--- config.mk ---
export PLATFORM = sky130hd
export DESIGN_NAME = trace_replay_flat
export DESIGN_NICKNAME = d
export VERILOG_FILES = /design/src/rtl/trace_replay_if.sv /design/src/rtl/trace_replay.sv /design/src/flat_wrapper.sv
export SDC_FILE = /design/constraint.sdc
export NUM_CORES = 1
export LEC_CHECK = 0
export ABC_AREA = 1
export BUFFER_PORTS_ARGS = -buffer_cell sky130_fd_sc_hd__buf_4
export CORE_ASPECT_RATIO = 1.1
export CORE_MARGIN = 4
export CORE_UTILIZATION = 27
export CTS_CLUSTER_DIAMETER = 60
export CTS_CLUSTER_SIZE = 8
export DETAILED_ROUTE_END_ITERATION = 8
export PLACE_DENSITY_LB_ADDON = 0.15
export SLEW_MARGIN = 20
export SYNTH_ARGS = -nofsm -noshare
export SYNTH_HDL_FRONTEND = slang
export SYNTH_SLANG_ARGS = --single-unit
export TNS_END_PERCENT = 10
--- constraint.sdc ---
create_clock -name clk_i -period 1.6 [get_ports clk_i]
set_input_delay 0.16 -clock clk_i [delete_from_list [all_inputs] [get_ports clk_i]]
set_output_delay 0.16 -clock clk_i [all_outputs]
set_load 0.1 [all_outputs]
--- src/rtl/trace_replay_if.sv ---
// ---------------------------------------------------------------------------
// trace_replay_if
//   Bundles the three data-path ports of trace_replay:
//     producer side (replay -> DUT) : v_o, data_o, yumi_i   (valid/yumi)
//     consumer side (DUT -> replay) : v_i, data_i, ready_o  (valid/ready)
//     trace ROM                     : rom_addr_o, rom_data_i (combinational read)
//   Signal suffixes are given from the replay block's point of view.
//   modport master : used by trace_replay itself
//   modport slave  : used by the environment (ROM model, DUT, testbench)
// ---------------------------------------------------------------------------
interface trace_replay_if #(
  parameter int payload_width_p  = 80,
  parameter int rom_addr_width_p = 20
);
  logic                          v_i;
  logic [payload_width_p-1:0]    data_i;
  logic                          ready_o;
  logic                          v_o;
  logic [payload_width_p-1:0]    data_o;
  logic                          yumi_i;
  logic [rom_addr_width_p-1:0]   rom_addr_o;
  logic [payload_width_p+3:0]    rom_data_i;

  modport master (
    input  v_i, data_i, yumi_i, rom_data_i,
    output ready_o, v_o, data_o, rom_addr_o
  );

  modport slave (
    output v_i, data_i, yumi_i, rom_data_i,
    input  ready_o, v_o, data_o, rom_addr_o
  );
endinterface

--- src/rtl/trace_replay.sv ---
// ---------------------------------------------------------------------------
// trace_replay
//   Replays a command trace held in an external, combinationally read ROM.
//   Each ROM word is {op[3:0], payload}. The entry at rom_addr_o is decoded
//   every cycle; only that entry is acted on.
//     0 NOP    : advance
//     1 SEND   : v_o=1, data_o=payload, advance on yumi_i
//     2 RECV   : ready_o=1, advance on v_i, flag error if data_i != payload
//     3 DONE   : set sticky done, hold address
//     4 FINISH : as DONE; in simulation also ends the run one edge later
//     5 WAIT   : advance when cnt is zero, otherwise decrement cnt
//     6 INIT   : load cnt from payload[15:0], advance
//     others   : flag error, advance
//   Replay runs while en_i=1 and done_o=0; otherwise all state holds and
//   both handshakes are deasserted.
//
// Ports
//   clk_i       clock, rising edge
//   reset_n_i   asynchronous active-low reset
//   en_i        replay enable (0 = freeze)
//   bus         trace_replay_if.master: producer, consumer and ROM ports
//   done_o      sticky: DONE/FINISH reached
//   error_o     sticky: RECV mismatch or illegal opcode
//
// Configuration
//   TRACE_REPLAY_DEBUG_EN : when defined, prints every completed entry and
//                           the expected/actual data of a RECV mismatch.
//                           Functional behaviour is unchanged.
// ---------------------------------------------------------------------------
module trace_replay #(
  parameter int payload_width_p  = 80,
  parameter int rom_addr_width_p = 20
) (
  input  logic                 clk_i,
  input  logic                 reset_n_i,
  input  logic                 en_i,
  trace_replay_if.master       bus,
  output logic                 done_o,
  output logic                 error_o
);

  typedef enum logic [3:0] {
    OP_NOP    = 4'h0,
    OP_SEND   = 4'h1,
    OP_RECV   = 4'h2,
    OP_DONE   = 4'h3,
    OP_FINISH = 4'h4,
    OP_WAIT   = 4'h5,
    OP_INIT   = 4'h6
  } op_e;

  localparam logic [rom_addr_width_p-1:0] addr_one_lp = rom_addr_width_p'(1);

  logic [rom_addr_width_p-1:0] addr_q, addr_d;
  logic [15:0]                 cnt_q,  cnt_d;
  logic                        done_q, done_d;
  logic                        error_q, error_d;

  op_e                         op;
  logic [payload_width_p-1:0]  payload;
  logic                        active;

  assign op      = op_e'(bus.rom_data_i[payload_width_p+3:payload_width_p]);
  assign payload = bus.rom_data_i[payload_width_p-1:0];

  // reset_n_i is folded in so both handshakes are low while reset is held.
  assign active  = reset_n_i & en_i & ~done_q;

  assign bus.data_o     = payload;
  assign bus.rom_addr_o = addr_q;
  assign done_o         = done_q;
  assign error_o        = error_q;

  // NOTE: every always_comb output gets a default first so no path leaves it
  // unassigned; that is what keeps this block free of inferred latches.
  always_comb begin
    addr_d      = addr_q;
    cnt_d       = cnt_q;
    done_d      = done_q;
    error_d     = error_q;
    bus.v_o     = 1'b0;
    bus.ready_o = 1'b0;

    if (active) begin
      case (op)
        OP_NOP: addr_d = addr_q + addr_one_lp;

        OP_SEND: begin
          bus.v_o = 1'b1;
          if (bus.yumi_i) addr_d = addr_q + addr_one_lp;
        end

        OP_RECV: begin
          bus.ready_o = 1'b1;
          if (bus.v_i) begin
            addr_d = addr_q + addr_one_lp;
            if (bus.data_i != payload) error_d = 1'b1;
          end
        end

        OP_DONE, OP_FINISH: done_d = 1'b1;

        OP_WAIT: begin
          if (cnt_q == 16'd0) addr_d = addr_q + addr_one_lp;
          else                cnt_d  = cnt_q - 16'd1;
        end

        OP_INIT: begin
          cnt_d  = payload[15:0];
          addr_d = addr_q + addr_one_lp;
        end

        // Unknown opcodes are reported and then skipped like a NOP.
        default: begin
          error_d = 1'b1;
          addr_d  = addr_q + addr_one_lp;
        end
      endcase
    end
  end

  // NOTE: state registers use non-blocking assignments so every flop samples
  // the pre-edge value of its neighbours, independent of statement order.
  always_ff @(posedge clk_i or negedge reset_n_i) begin
    if (!reset_n_i) begin
      addr_q  <= '0;
      cnt_q   <= '0;
      done_q  <= 1'b0;
      error_q <= 1'b0;
    end else begin
      addr_q  <= addr_d;
      cnt_q   <= cnt_d;
      done_q  <= done_d;
      error_q <= error_d;
    end
  end

`ifndef SYNTHESIS
  // FINISH ends the simulation on the edge after the one that retires it.
  logic finish_q;
  always_ff @(posedge clk_i or negedge reset_n_i) begin
    if (!reset_n_i) begin
      finish_q <= 1'b0;
    end else begin
      if (finish_q) $finish;
      finish_q <= active && (op == OP_FINISH);
    end
  end
`endif

`ifdef TRACE_REPLAY_DEBUG_EN
  // An entry is complete when the address moves or done is being set.
  always_ff @(posedge clk_i) begin
    if (active && ((addr_d != addr_q) || (done_d && !done_q)))
      $display("%0t trace_replay: addr=%0h op=%0h payload=%0h",
               $time, addr_q, op, payload);
    if (active && (op == OP_RECV) && bus.v_i && (bus.data_i != payload))
      $display("%0t trace_replay: recv mismatch addr=%0h expected=%0h actual=%0h",
               $time, addr_q, payload, bus.data_i);
  end
`endif

endmodule

--- src/flat_wrapper.sv ---
// flat-port wrapper written by rule: the top's interface ports become plain ports
module trace_replay_flat 
#(
  parameter int payload_width_p  = 80,
  parameter int rom_addr_width_p = 20
)
  (clk_i, reset_n_i, en_i, done_o, error_o, bus_v_i, bus_data_i, bus_yumi_i, bus_rom_data_i, bus_ready_o, bus_v_o, bus_data_o, bus_rom_addr_o);
  trace_replay_if #(.payload_width_p(payload_width_p), .rom_addr_width_p(rom_addr_width_p)) bus_i ();
  input  logic clk_i;
  input  logic reset_n_i;
  input  logic en_i;
  output logic done_o;
  output logic error_o;
  input wire logic [$bits(bus_i.v_i)-1:0] bus_v_i;
  input wire logic [$bits(bus_i.data_i)-1:0] bus_data_i;
  input wire logic [$bits(bus_i.yumi_i)-1:0] bus_yumi_i;
  input wire logic [$bits(bus_i.rom_data_i)-1:0] bus_rom_data_i;
  output wire logic [$bits(bus_i.ready_o)-1:0] bus_ready_o;
  output wire logic [$bits(bus_i.v_o)-1:0] bus_v_o;
  output wire logic [$bits(bus_i.data_o)-1:0] bus_data_o;
  output wire logic [$bits(bus_i.rom_addr_o)-1:0] bus_rom_addr_o;
  assign bus_i.v_i = bus_v_i;
  assign bus_i.data_i = bus_data_i;
  assign bus_i.yumi_i = bus_yumi_i;
  assign bus_i.rom_data_i = bus_rom_data_i;
  assign bus_ready_o = bus_i.ready_o;
  assign bus_v_o = bus_i.v_o;
  assign bus_data_o = bus_i.data_o;
  assign bus_rom_addr_o = bus_i.rom_addr_o;
  trace_replay #(.payload_width_p(payload_width_p), .rom_addr_width_p(rom_addr_width_p)) u_core (.clk_i(clk_i), .reset_n_i(reset_n_i), .en_i(en_i), .bus(bus_i), .done_o(done_o), .error_o(error_o));
endmodule
==> out/metrics.yaml, run 1 <==
areaGrowthSynthToFinish_pct: 50.9
internal_power_mw: 2.12
vias_per_cell: 4.04
core_area_um2: 17000
routedWlPerCell_um: 12.2
avgSynthCellArea_um2: 5.87
crit_buf_inv: 3
start_util_pct: 27.4
p_leak_nw: 3.93
placed_area_um2: 6670
worstHoldPathType: "in -> reg"
arrival_ns: 1.38
drc: 0
grt_max_degree: 39
gr-usage-all-layers_pct: 15.2
r2r_start: "u_core.cnt_q[1]$_DFFE_PN0P_"
hold_viol: 0
wirelength_um: 15300
grt_pass1_vias: 5058
htreeDepth: 2
clkTransAtPathRegs_ns: 0.06
status: "finished, final reports clean"
fill_cells: 1835
antenna_found_initial: 0
startpoint: "u_core.done_o$_DFFE_PN0P_"
slowest_delay_ns: 0.47
power.sequential.fraction_pct: 26.0
crit_end: "bus_v_o"
max_cap_viol_count: 0
cts_tree: "yes"
postLayoutCoreUtil_pct: 41.4
reg2regPathDepth: 11
swShare_pct: 42.6
synth_warnings: 0
layout_worst_path_cycle_share_pct: 96.1
first_iter_violations: 152
relSlewSlack_pct: 66.4
stdcell_area_um2: 7020
maxSlewViolCount: 0
syn-num-nets: 964
slowest_stage: "dfrtp_4"
fin_crit_ns: 1.54
crit_chain: "inv_2 > nand3_4 > buf_6 > nor2_4 > buf_12"
clock_path_buffers: 2
switchingPower_mw: 1.57
port_buffers: 272
netlist.area_leader.share_pct: 22.3
drive_above_1_share_pct: 38.6
place.gp.congestion: 0.822
pwr-share-clk_pct: 27.6
die_h_um: 146
peakVddDrop_mv: 0.528
rr_endpoint: "u_core.cnt_q[10]$_DFFE_PN0P_"
numCtsBuffers: 5
ios: 273
gr-total-overflow: 0
ys_types: 35
setup_violations: 0
path_class: "reg -> out"
nets: 1195
dieWidth_um: 133
max_freq_ghz: 0.651
clock_sinks: 38
fin_skew_ns: 0.00698
worstSetupStartpointType: "flip-flop"
rrSetupSlack_ns: 0.06
rsz0062_at_grt: "yes"
tightest_slew_ns: 0.505
worstSetupPathDepth: 5
clockRootBuffer: "clkbuf_16"
post-dp-hpwl_um: 13300
clk_latency_ns: 0.28
synthCells: 792
synth-seq-cells: 38
cp_data_required_time_ns: 1.44
antennaDiodeCount: 0
dieArea_um2: 19400
pwr-share-comb_pct: 46.4
yosys.area.top_type: "nand2_1"
cp_top_family: "flip-flops"
crit_fanout: 3
drt_first_pass_iters: 4
powerDensity_nw_per_um2: 526
cp-end-kind: "output port"
synth_area_um2: 4650
grt_pass1_wl_um: 24700
ys_seq_area_share_pct: 20.5
num_rows: 50
ant_nets: 0
yosys-top-cells-area: "nand2_1 22%, dfrtp_1 20%, buf_4 13%, inv_1 9.8%, nor2_1 8.8%"
vias: 5087
## per-stage QoR
stage | instances | power (mW) | setup WS [ns] | TNS [ns] | hold slack, ns
2_1_floorplan | 792 | 2.19 | -0.000954 | -0.000954 | -0.136
3_3_place_gp | 1240 | 2.69 | -0.0828 | -0.208 | 0.309
3_5_place_dp | 1240 | 2.70 | -0.0938 | -0.324 | 0.292
4_1_cts | 1255 | 3.74 | -0.0136 | -0.0136 | 0.166
5_1_grt | 1258 | 3.89 | -0.0588 | -0.234 | 0.187
6_report | 1258 | 3.69 | 0.0628 | 0 | 0.162
## worst register-to-register path: stages (launching register included)
cell	delay, ns
dfrtp_1	0.39
inv_1	0.09
buf_4	0.11
ha_1	0.17
nand2_2	0.10
nor2_4	0.17
nand3_2	0.10
nand2_1	0.07
nand3_1	0.06
o21ai_0	0.07
nand2_1	0.08
o21ai_2	0.05
## cell type report
cell class | instances | area [um^2] | area share (%)
Timing Repair Buffer | 312 | 2420 | 34.5
Sequential cell | 38 | 996 | 14.2
Clock inverter | 2 | 12.5 | 0.178
Multi-Input combinational cell | 540 | 2680 | 38.2
Inverter | 126 | 475 | 6.78
Tap cell | 234 | 293 | 4.17
Clock buffer | 6 | 139 | 1.98
## power groups by stage
stage	clock, mW	sequential (mW)	combinational, mW
4_1_cts	1.05	0.960	1.73
3_3_place_gp	0	0.979	1.72
6_report	1.02	0.960	1.71
2_1_floorplan	0	0.979	1.21
5_1_grt	1.09	0.960	1.83
3_5_place_dp	0	0.979	1.72
## per-layer routing
layer | up-vias | global-route usage [%] | part of all wire [%]
li1 | 2756 | - | -
met1 | 2174 | 19.9 | 44
met2 | 147 | 26.7 | 49
met3 | 10 | 3.49 | 6.2
met4 | 0 | 1.49 | 0.90
met5 | - | 0 | 0
## synth_stat cells (all sizes together)
cell type / number
buf: 86
nor2: 117
or2: 4
a21oi: 5
inv: 126
dfrtp: 38
xnor2: 26
nand3: 19
o211ai: 3
a31oi: 1
a221oi: 1
xor2: 20
o22ai: 1
a22oi: 2
clkbuf: 2
ha: 3
o21ai: 31
nor3: 14
nand3b: 2
nand4: 9
nand2: 281
and3: 1
## registers in the layout, indices dropped and copies added (netlist names)
name / count
u_core.bus.rom_addr_o: 20
u_core.error_o: 1
u_core.cnt_q: 16
u_core.done_o: 1
## worst min path at each step
| stage | start | to | slack, ns | cells past startpoint |
|---|---|---|---|---|
| 2_1_floorplan | reset_n_i | u_core.bus.rom_addr_o[10]$_DFFE_PN0P_ | -0.14 | 0 |
| 3_3_place_gp | reset_n_i | u_core.done_o$_DFFE_PN0P_ | 0.31 | 2 |
| 3_5_place_dp | reset_n_i | u_core.done_o$_DFFE_PN0P_ | 0.29 | 2 |
| 4_1_cts | bus_rom_data_i[11] | u_core.cnt_q[11]$_DFFE_PN0P_ | 0.17 | 3 |
| 5_1_grt | bus_rom_data_i[6] | u_core.cnt_q[6]$_DFFE_PN0P_ | 0.19 | 3 |
| 6_report | bus_rom_data_i[11] | u_core.cnt_q[11]$_DFFE_PN0P_ | 0.16 | 3 |
## timing repair
| action | CTS | global route |
|---|---|---|
| pin swaps | 1 | 8 |
| buffers inserted | 6 | 3 |
| endpoints found under the hold margin | 21 | 0 |
| gates cloned | 0 | 0 |
| hold buffers | 1 | 0 |
| setup endpoints to repair | 9 | 34 |
| resized for setup | 7 | 26 |
## logic make-up after synthesis
kind of cell / synth area share (%)
buffers and inverters: 24.5
xor gates and xnor gates: 8.67
and+or+nand+nor: 39.8
adders and majority gates: 0.808
AOI/OAI and AO/OA: 5.68
DFF: 20.5
## placed cells by master (no fill, tap or decap), types with 3 or more instances in the layout
master,synthesis,routed
nor2_4,1,6
nor3_2,5,6
dfrtp_2,0,12
xnor2_1,26,26
inv_1,121,120
dfrtp_4,0,8
o21ai_0,18,14
buf_12,0,5
inv_2,4,5
xor2_1,20,20
nor2_1,109,98
clkbuf_16,0,5
o21ai_1,11,15
o211ai_1,3,3
nand4_1,9,9
dfrtp_1,38,18
or2_2,4,4
nand2_2,2,7
nand3_1,19,16
nor3_1,8,6
buf_6,4,3
a21oi_1,4,4
nand2_1,276,271
buf_4,81,303
nor2_2,7,13
(Power assumes the default switching activity.)
==> run 2: changes to the inputs <==
- ABC_AREA: 1 -> 0
- CTS_CLUSTER_DIAMETER: 60 -> unset
==> out/metrics.yaml, run 2 <==
status: "finished, violations left"
failed_checks: "setup timing"
cp_top_family: "simple AND/OR/NAND/NOR gates"
post-dp-hpwl_um: 12200  # -7.7%
synth-adder-area-share_pct: 0.979  # +0.17 points
path_class: "reg -> reg"
synthCells: 432  # -45%
clk_latency_ns: 0.29  # about the same
synthArstFlopShare_pct: 100  # unchanged
dieWidth_um: 122  # -8.6%
clock_sinks: 38  # unchanged
wirelength_um: 14800  # -3.3%
slowest_stage: "dfrtp_1"
powerDensity_nw_per_um2: 823  # +56%
grt_max_degree: 36  # -7.7%
switchingPower_mw: 2.74  # +74%
avgSynthCellArea_um2: 8.88  # +51%
final_cell_mix: "359 x buf_4, 80 x xor2_1, 22 x dfrtp_1"
ys_types: 62  # +77%
swShare_pct: 49.6  # +7.1 points
htreeDepth: 2  # unchanged
worstHoldPathType: "in -> reg"
crit_fanout: 6  # +3
internal_power_mw: 2.78  # +31%
netlist.area_leader.share_pct: 24.8  # +2.5 points
synth_common_cells: "80 x buf_4, 80 x xor2_1, 38 x dfrtp_1"
synth_area_um2: 3830  # -17%
placed_cells: 890  # -28%
place.gp.congestion: 0.831  # +1.1%
peakVddDrop_mv: 1.43  # +170%
synth_mux_area_share_pct: 0.555  # +0.55 points
synth_warnings: 0  # unchanged
start_util_pct: 27.7  # +0.27 points
synthSimpleGateAreaFrac_pct: 23.5  # -16 points
layout_setup_ws_ns: -0.251  # -0.314 ns
setup_violations: 38  # +38
grt_pass1_vias: 4483  # -11%
synth_top_family_by_area: "simple AND/OR/NAND/NOR gates"
yosys_most_used_dff: "dfrtp_1"
max_cap_viol_count: 0  # unchanged
antenna_found_initial: 0  # unchanged
die_h_um: 133  # -8.7%
antennaDiodeCount: 0  # unchanged
layout_commonest_cell: "buf_4"
arrival_ns: 2.06  # +0.68 ns
cp_data_required_time_ns: 1.81  # +0.37 ns
stdcell_area_um2: 6700  # -4.5%
fin_crit_ns: 1.85  # +0.314 ns
p_leak_nw: 3.13  # -21%
grt_pass1_wl_um: 23000  # -6.9%
clkTransAtPathRegs_ns: 0.06  # about the same
dieArea_um2: 16200  # -17%
syn-num-nets: 604  # -37%
gr-usage-all-layers_pct: 17.5  # +2.2 points
clock_path_buffers: 2  # unchanged
cts_tree: "yes"
cpMostUsedCell: "nor4_4"
drc: 0  # unchanged
vias: 4194  # -18%
slowest_delay_ns: 0.40  # -0.07 ns
hold_viol: 0  # unchanged
ios: 273  # unchanged
drive_above_1_share_pct: 62.4  # +24 points
routedWlPerCell_um: 16.3  # +34%
port_buffers: 272  # unchanged
worstSetupStartpointType: "flip-flop"
power.sequential.fraction_pct: 23.3  # -2.7 points
synth_edf_count: 0  # unchanged
num_rows: 45  # -10%
first_iter_violations: 112  # -26%
stdcell_count: 906  # -28%
maxSlewViolCount: 0  # unchanged
largest_reg_flops: 20  # unchanged
synth-seq-cells: 38  # unchanged
areaGrowthSynthToFinish_pct: 74.6
clockRootBuffer: "clkbuf_16"
relSlewSlack_pct: 67.9  # +1.5 points
yosys.area.top_type: "dfrtp_1"
core_area_um2: 13900  # -18%
rsz0062_at_grt: "yes"
cp-end-kind: "flip-flop"
max_freq_ghz: 0.540  # -17%
placed_area_um2: 6210  # -6.9%
synth-compound-area-share_pct: 9.62  # +3.9 points
crit_buf_inv: 1  # -2
drt_first_pass_iters: 4  # unchanged
synth_xor_area_share_pct: 22.6  # +14 points
vias_per_cell: 4.63  # +14%
crit_chain: "nor4_4 > and4_4 > a21oi_4 > buf_6 > nor4_4 > xor2_1"
ant_nets: 0  # unchanged
layout_worst_path_cycle_share_pct: 116  # +20 points
pwr-share-comb_pct: 59.1  # +13 points
yosys-top-cells-area: "dfrtp_1 25%, xor2_1 18%, buf_4 16%, xnor2_1 4.3%, nor4_1 3.4%"
pwr-share-clk_pct: 17.6  # -10 points
numCtsBuffers: 5  # unchanged
ys_seq_area_share_pct: 24.8  # +4.3 points
tightest_slew_ns: 0.481  # -0.0230 ns
nets: 889  # -26%
gr-total-overflow: 0  # unchanged
postLayoutCoreUtil_pct: 48.4  # +7.0 points
fin_skew_ns: 0.00411  # -0.00287 ns
==> run 2: cell types whose count changed in the layout (fill, tap and decap cells not counted), sizes merged, moves of 7 or more <==
cell,before,now
inv,126,4
xor2,20,80
nand2,281,14
nor2,117,15
o21ai,31,8
a21oi,5,12
nor4,0,27
buf,311,369
nand4,9,18
xnor2,26,19
==> run 2: cell type report <==
class	instances	area (um^2)
Timing Repair Buffer	371	2850
Clock buffer	6	129
Fill cell	1357	7150
Tap cell	188	235
Multi-Input combinational cell	297	2470
Sequential cell	38	988
Inverter	4	15.0
Clock inverter	2	10.0
==> run 2: path summary, 6_finish.rpt <==
path	start	end	slack, ns	cells past startpoint
max	u_core.cnt_q[7]$_DFFE_PN0P_	u_core.bus.rom_addr_o[17]$_DFFE_PN0P_	-0.25	6
min	en_i	u_core.done_o$_DFFE_PN0P_	0.14	2
max reg2reg	u_core.cnt_q[7]$_DFFE_PN0P_	u_core.bus.rom_addr_o[17]$_DFFE_PN0P_	-0.25	6
min reg2reg	u_core.bus.rom_addr_o[19]$_DFFE_PN0P_	u_core.bus.rom_addr_o[19]$_DFFE_PN0P_	0.47	1
max in group asynchronous	reset_n_i	u_core.bus.rom_addr_o[5]$_DFFE_PN0P_	0.73	3
min in group asynchronous	reset_n_i	u_core.done_o$_DFFE_PN0P_	0.27	2
==> run 2: kinds of logic (layout without fill, tap and decap cells) <==
kind of cell | count (synthesis) | in the layout
adder cells (fa/ha/maj) | 3 | 3
AO/OA/AOI/OAI | 51 | 52
buffers and inverters | 98 | 383
multiplexers | 2 | 2
flip-flops | 38 | 38
XOR/XNOR | 99 | 99
AND/OR/NAND/NOR | 141 | 141
==> run 2: power groups by stage <==
stage	clock network [mW]	logic, mW	registers, mW
2_1_floorplan	0	1.43	2.00
3_3_place_gp	0	3.16	1.29
3_5_place_dp	0	3.18	1.29
4_1_cts	0.997	3.26	1.28
5_1_grt	1.03	3.44	1.31
6_report	0.970	3.26	1.28
==> run 2: stage by stage <==
step                setup TNS [ns]  hold slack (ns)  setup slack, ns  power [mW]
floorplan                    -7.00           -0.136           -0.281        3.44
global placement             -9.08          -0.0231           -0.333        4.44
detailed placement           -9.84          -0.0214           -0.358        4.47
CTS                          -6.16            0.131           -0.248        5.54
global route                 -9.04            0.151           -0.351        5.77
finish                       -5.46            0.138           -0.251        5.51
==> run 2: per-layer routing <==
layer | vias up | GRT usage, % | routed length [um]
met1 | 2007 | 19.8 | 5530
met4 | 0 | 2.43 | 74
met5 | - | 0 | 0
met2 | 134 | 34.3 | 8200
li1 | 2047 | - | -
met3 | 6 | 2.95 | 989
==> run 2: what timing repair did <==
action	4_1_cts	5_1_grt
endpoints found under the hold margin	3	0
setup buffers	3	2
hold buffers	2	0
pin swaps	28	13
cloned	1	0
setup endpoints to repair	38	38
resized for setup	48	16
==> run 3: changes to the inputs <==
- SKIP_LAST_GASP: unset -> 1
==> out/metrics.yaml, run 3 (synthesis gave the netlist of run 2 again) <==
min_path_cells: 2  # unchanged
tightest_slew_ns: 0.475  # -0.00652 ns
clkTransAtPathRegs_ns: 0.06  # about the same
hold_viol: 0  # unchanged
busiest_layer: "met2"
grt_pass1_wl_um: 22800  # -0.75%
max_cap_viol_count: 0  # unchanged
max_freq_ghz: 0.537  # -0.62%
cp_data_required_time_ns: 1.77  # -0.04 ns
grt_use_met3_pct: 2.95  # unchanged
peakVddDrop_mv: 1.43  # +0.11%
fin_skew_ns: 0.00560  # +0.00149 ns
worstSetupStartpointType: "flip-flop"
powerDensity_nw_per_um2: 833  # +1.2%
relSlewSlack_pct: 68.3  # +0.43 points
antennaDiodeCount: 0  # unchanged
stdcell_area_um2: 6590  # -1.6%
clk_latency_ns: 0.29  # about the same
cts_tree: "yes"
nets: 890  # +0.11%
rsz0062_at_grt: "yes"
holdPathEnd: "u_core.done_o$_DFFE_PN0P_"
wirelength_um: 14700  # -0.78%
rr_endpoint: "u_core.cnt_q[9]$_DFFE_PN0P_"
grt_pass1_vias: 4461  # -0.49%
fill_cells: 1360  # +0.22%
final_cell_mix: "365 x buf_4, 80 x xor2_1, 22 x dfrtp_1"
post-place-ws_ns: -0.358  # unchanged
drt_first_pass_iters: 4  # unchanged
routedWlPerCell_um: 16.2  # -0.89%
drc: 0  # unchanged
vias_per_cell: 4.60  # -0.66%
use_met1_pct: 19.6  # -0.16 points
port_buffers: 272  # unchanged
layout_worst_path_cycle_share_pct: 116  # +0.72 points
gr-usage-all-layers_pct: 17.3  # -0.11 points
htreeDepth: 2  # unchanged
p_leak_nw: 3.11  # -0.38%
hold_ws_ns: 0.138  # +0.000234 ns
setup_violations: 38  # unchanged
ios: 273  # unchanged
worstHoldPathType: "in -> reg"
areaGrowthSynthToFinish_pct: 71.8
die_h_um: 133  # unchanged
clock_path_buffers: 2  # unchanged
num_rows: 45  # unchanged
grt_max_degree: 36  # unchanged
numCtsBuffers: 5  # unchanged
vias: 4171  # -0.55%
cp-end-kind: "flip-flop"
clockRootBuffer: "clkbuf_16"
crit_fanout: 2  # -4
reg2regPathDepth: 7  # +1
layout_commonest_cell: "buf_4"
clock_sinks: 38  # unchanged
path_class: "reg -> reg"
arrival_ns: 2.03  # -0.03 ns
placed_area_um2: 6210  # unchanged
fin_crit_ns: 1.86  # +0.0116 ns
start_util_pct: 27.7  # unchanged
postLayoutCoreUtil_pct: 47.6  # -0.78 points
failed_checks: "setup timing"
layout_setup_ws_ns: -0.263  # -0.0116 ns
post-dp-hpwl_um: 12200  # unchanged
maxSlewViolCount: 0  # unchanged
met2_usage_pct: 34.1  # -0.22 points
r2r_start: "u_core.cnt_q[3]$_DFFE_PN0P_"
place.gp.congestion: 0.831  # unchanged
first_iter_violations: 117  # +4.5%
status: "finished, violations left"
drive_above_1_share_pct: 60.5  # -1.9 points
worstHoldStart: "en_i"
core_area_um2: 13900  # unchanged
antenna_found_initial: 0  # unchanged
dieArea_um2: 16200  # unchanged
rrSetupSlack_ns: -0.26  # about the same
dieWidth_um: 122  # unchanged
ant_nets: 0  # unchanged
largest_reg_flops: 20  # unchanged
gr-total-overflow: 0  # unchanged
-- run 3: cell types whose count changed in the layout (fill, tap and decap cells not counted), sizes merged --
cell,delta
buf,+1
-- run 3: per-stage QoR --
step	instances	power [mW]	setup TNS, ns
floorplan	432	3.44	-7.00
global placement	890	4.44	-9.08
detailed placement	890	4.47	-9.84
CTS	904	5.53	-7.06
global route	907	5.75	-10.41
finish	907	5.49	-6.59
-- run 3: how the worst max path moves through the flow --
stage                                     start                                     to  slack (ns)  cells past startpoint
finish              u_core.cnt_q[3]$_DFFE_PN0P_            u_core.cnt_q[9]$_DFFE_PN0P_       -0.26                      7
CTS                 u_core.cnt_q[7]$_DFFE_PN0P_  u_core.bus.rom_addr_o[12]$_DFFE_PN0P_       -0.25                      6
floorplan           u_core.cnt_q[3]$_DFFE_PN0P_           u_core.cnt_q[12]$_DFFE_PN0P_       -0.28                      5
global placement    u_core.cnt_q[8]$_DFFE_PN0P_  u_core.bus.rom_addr_o[12]$_DFFE_PN0P_       -0.33                      6
global route        u_core.cnt_q[3]$_DFFE_PN0P_           u_core.cnt_q[13]$_DFFE_PN0P_       -0.36                      6
detailed placement  u_core.cnt_q[8]$_DFFE_PN0P_  u_core.bus.rom_addr_o[13]$_DFFE_PN0P_       -0.36                      6
-- run 3: repair_timing --
| action | in CTS | in global routing |
|---|---|---|
| gates resized for setup | 31 | 4 |
| gates cloned | 1 | 0 |
| buffers inserted | 3 | 3 |
| pin swaps | 14 | 6 |
| hold buffers | 2 | 0 |
| hold endpoints to repair | 3 | 0 |
| setup endpoints to repair | 38 | 38 |
-- run 3: per-layer routing --
metal | wire length [um] | up-vias
met1 | 5420 | 1976
met4 | 71 | 0
met3 | 978 | 6
met2 | 8200 | 142
met5 | 0 | -
li1 | - | 2047
-- run 3: report_power, final --
group / internal [mW] / total, mW / switching (mW)
clock: 0.573 / 0.970 / 0.397
combinational: 1.05 / 3.24 / 2.18
sequential: 1.15 / 1.29 / 0.141
total: 2.77 / 5.49 / 2.72
-- run 3: layout make-up --
class / count / area [um^2] / area share, %
tap: 188 / 235 / 3.57
sequential: 38 / 988 / 15.0
multi-input combinational: 297 / 2400 / 36.4
clock inverter: 2 / 10.0 / 0.152
clock buffer: 6 / 129 / 1.96
inverter: 4 / 15.0 / 0.228
timing repair buffer: 372 / 2820 / 42.7
-- run 3: worst max-delay path, stage by stage, from the launching register on --
cell and delay (ns):
dfrtp_1 0.40, nor4_4 0.30, buf_4 0.15, buf_4 0.09, nor4b_2 0.24, nand4_1 0.16, mux2i_1 0.14, a221o_1 0.26
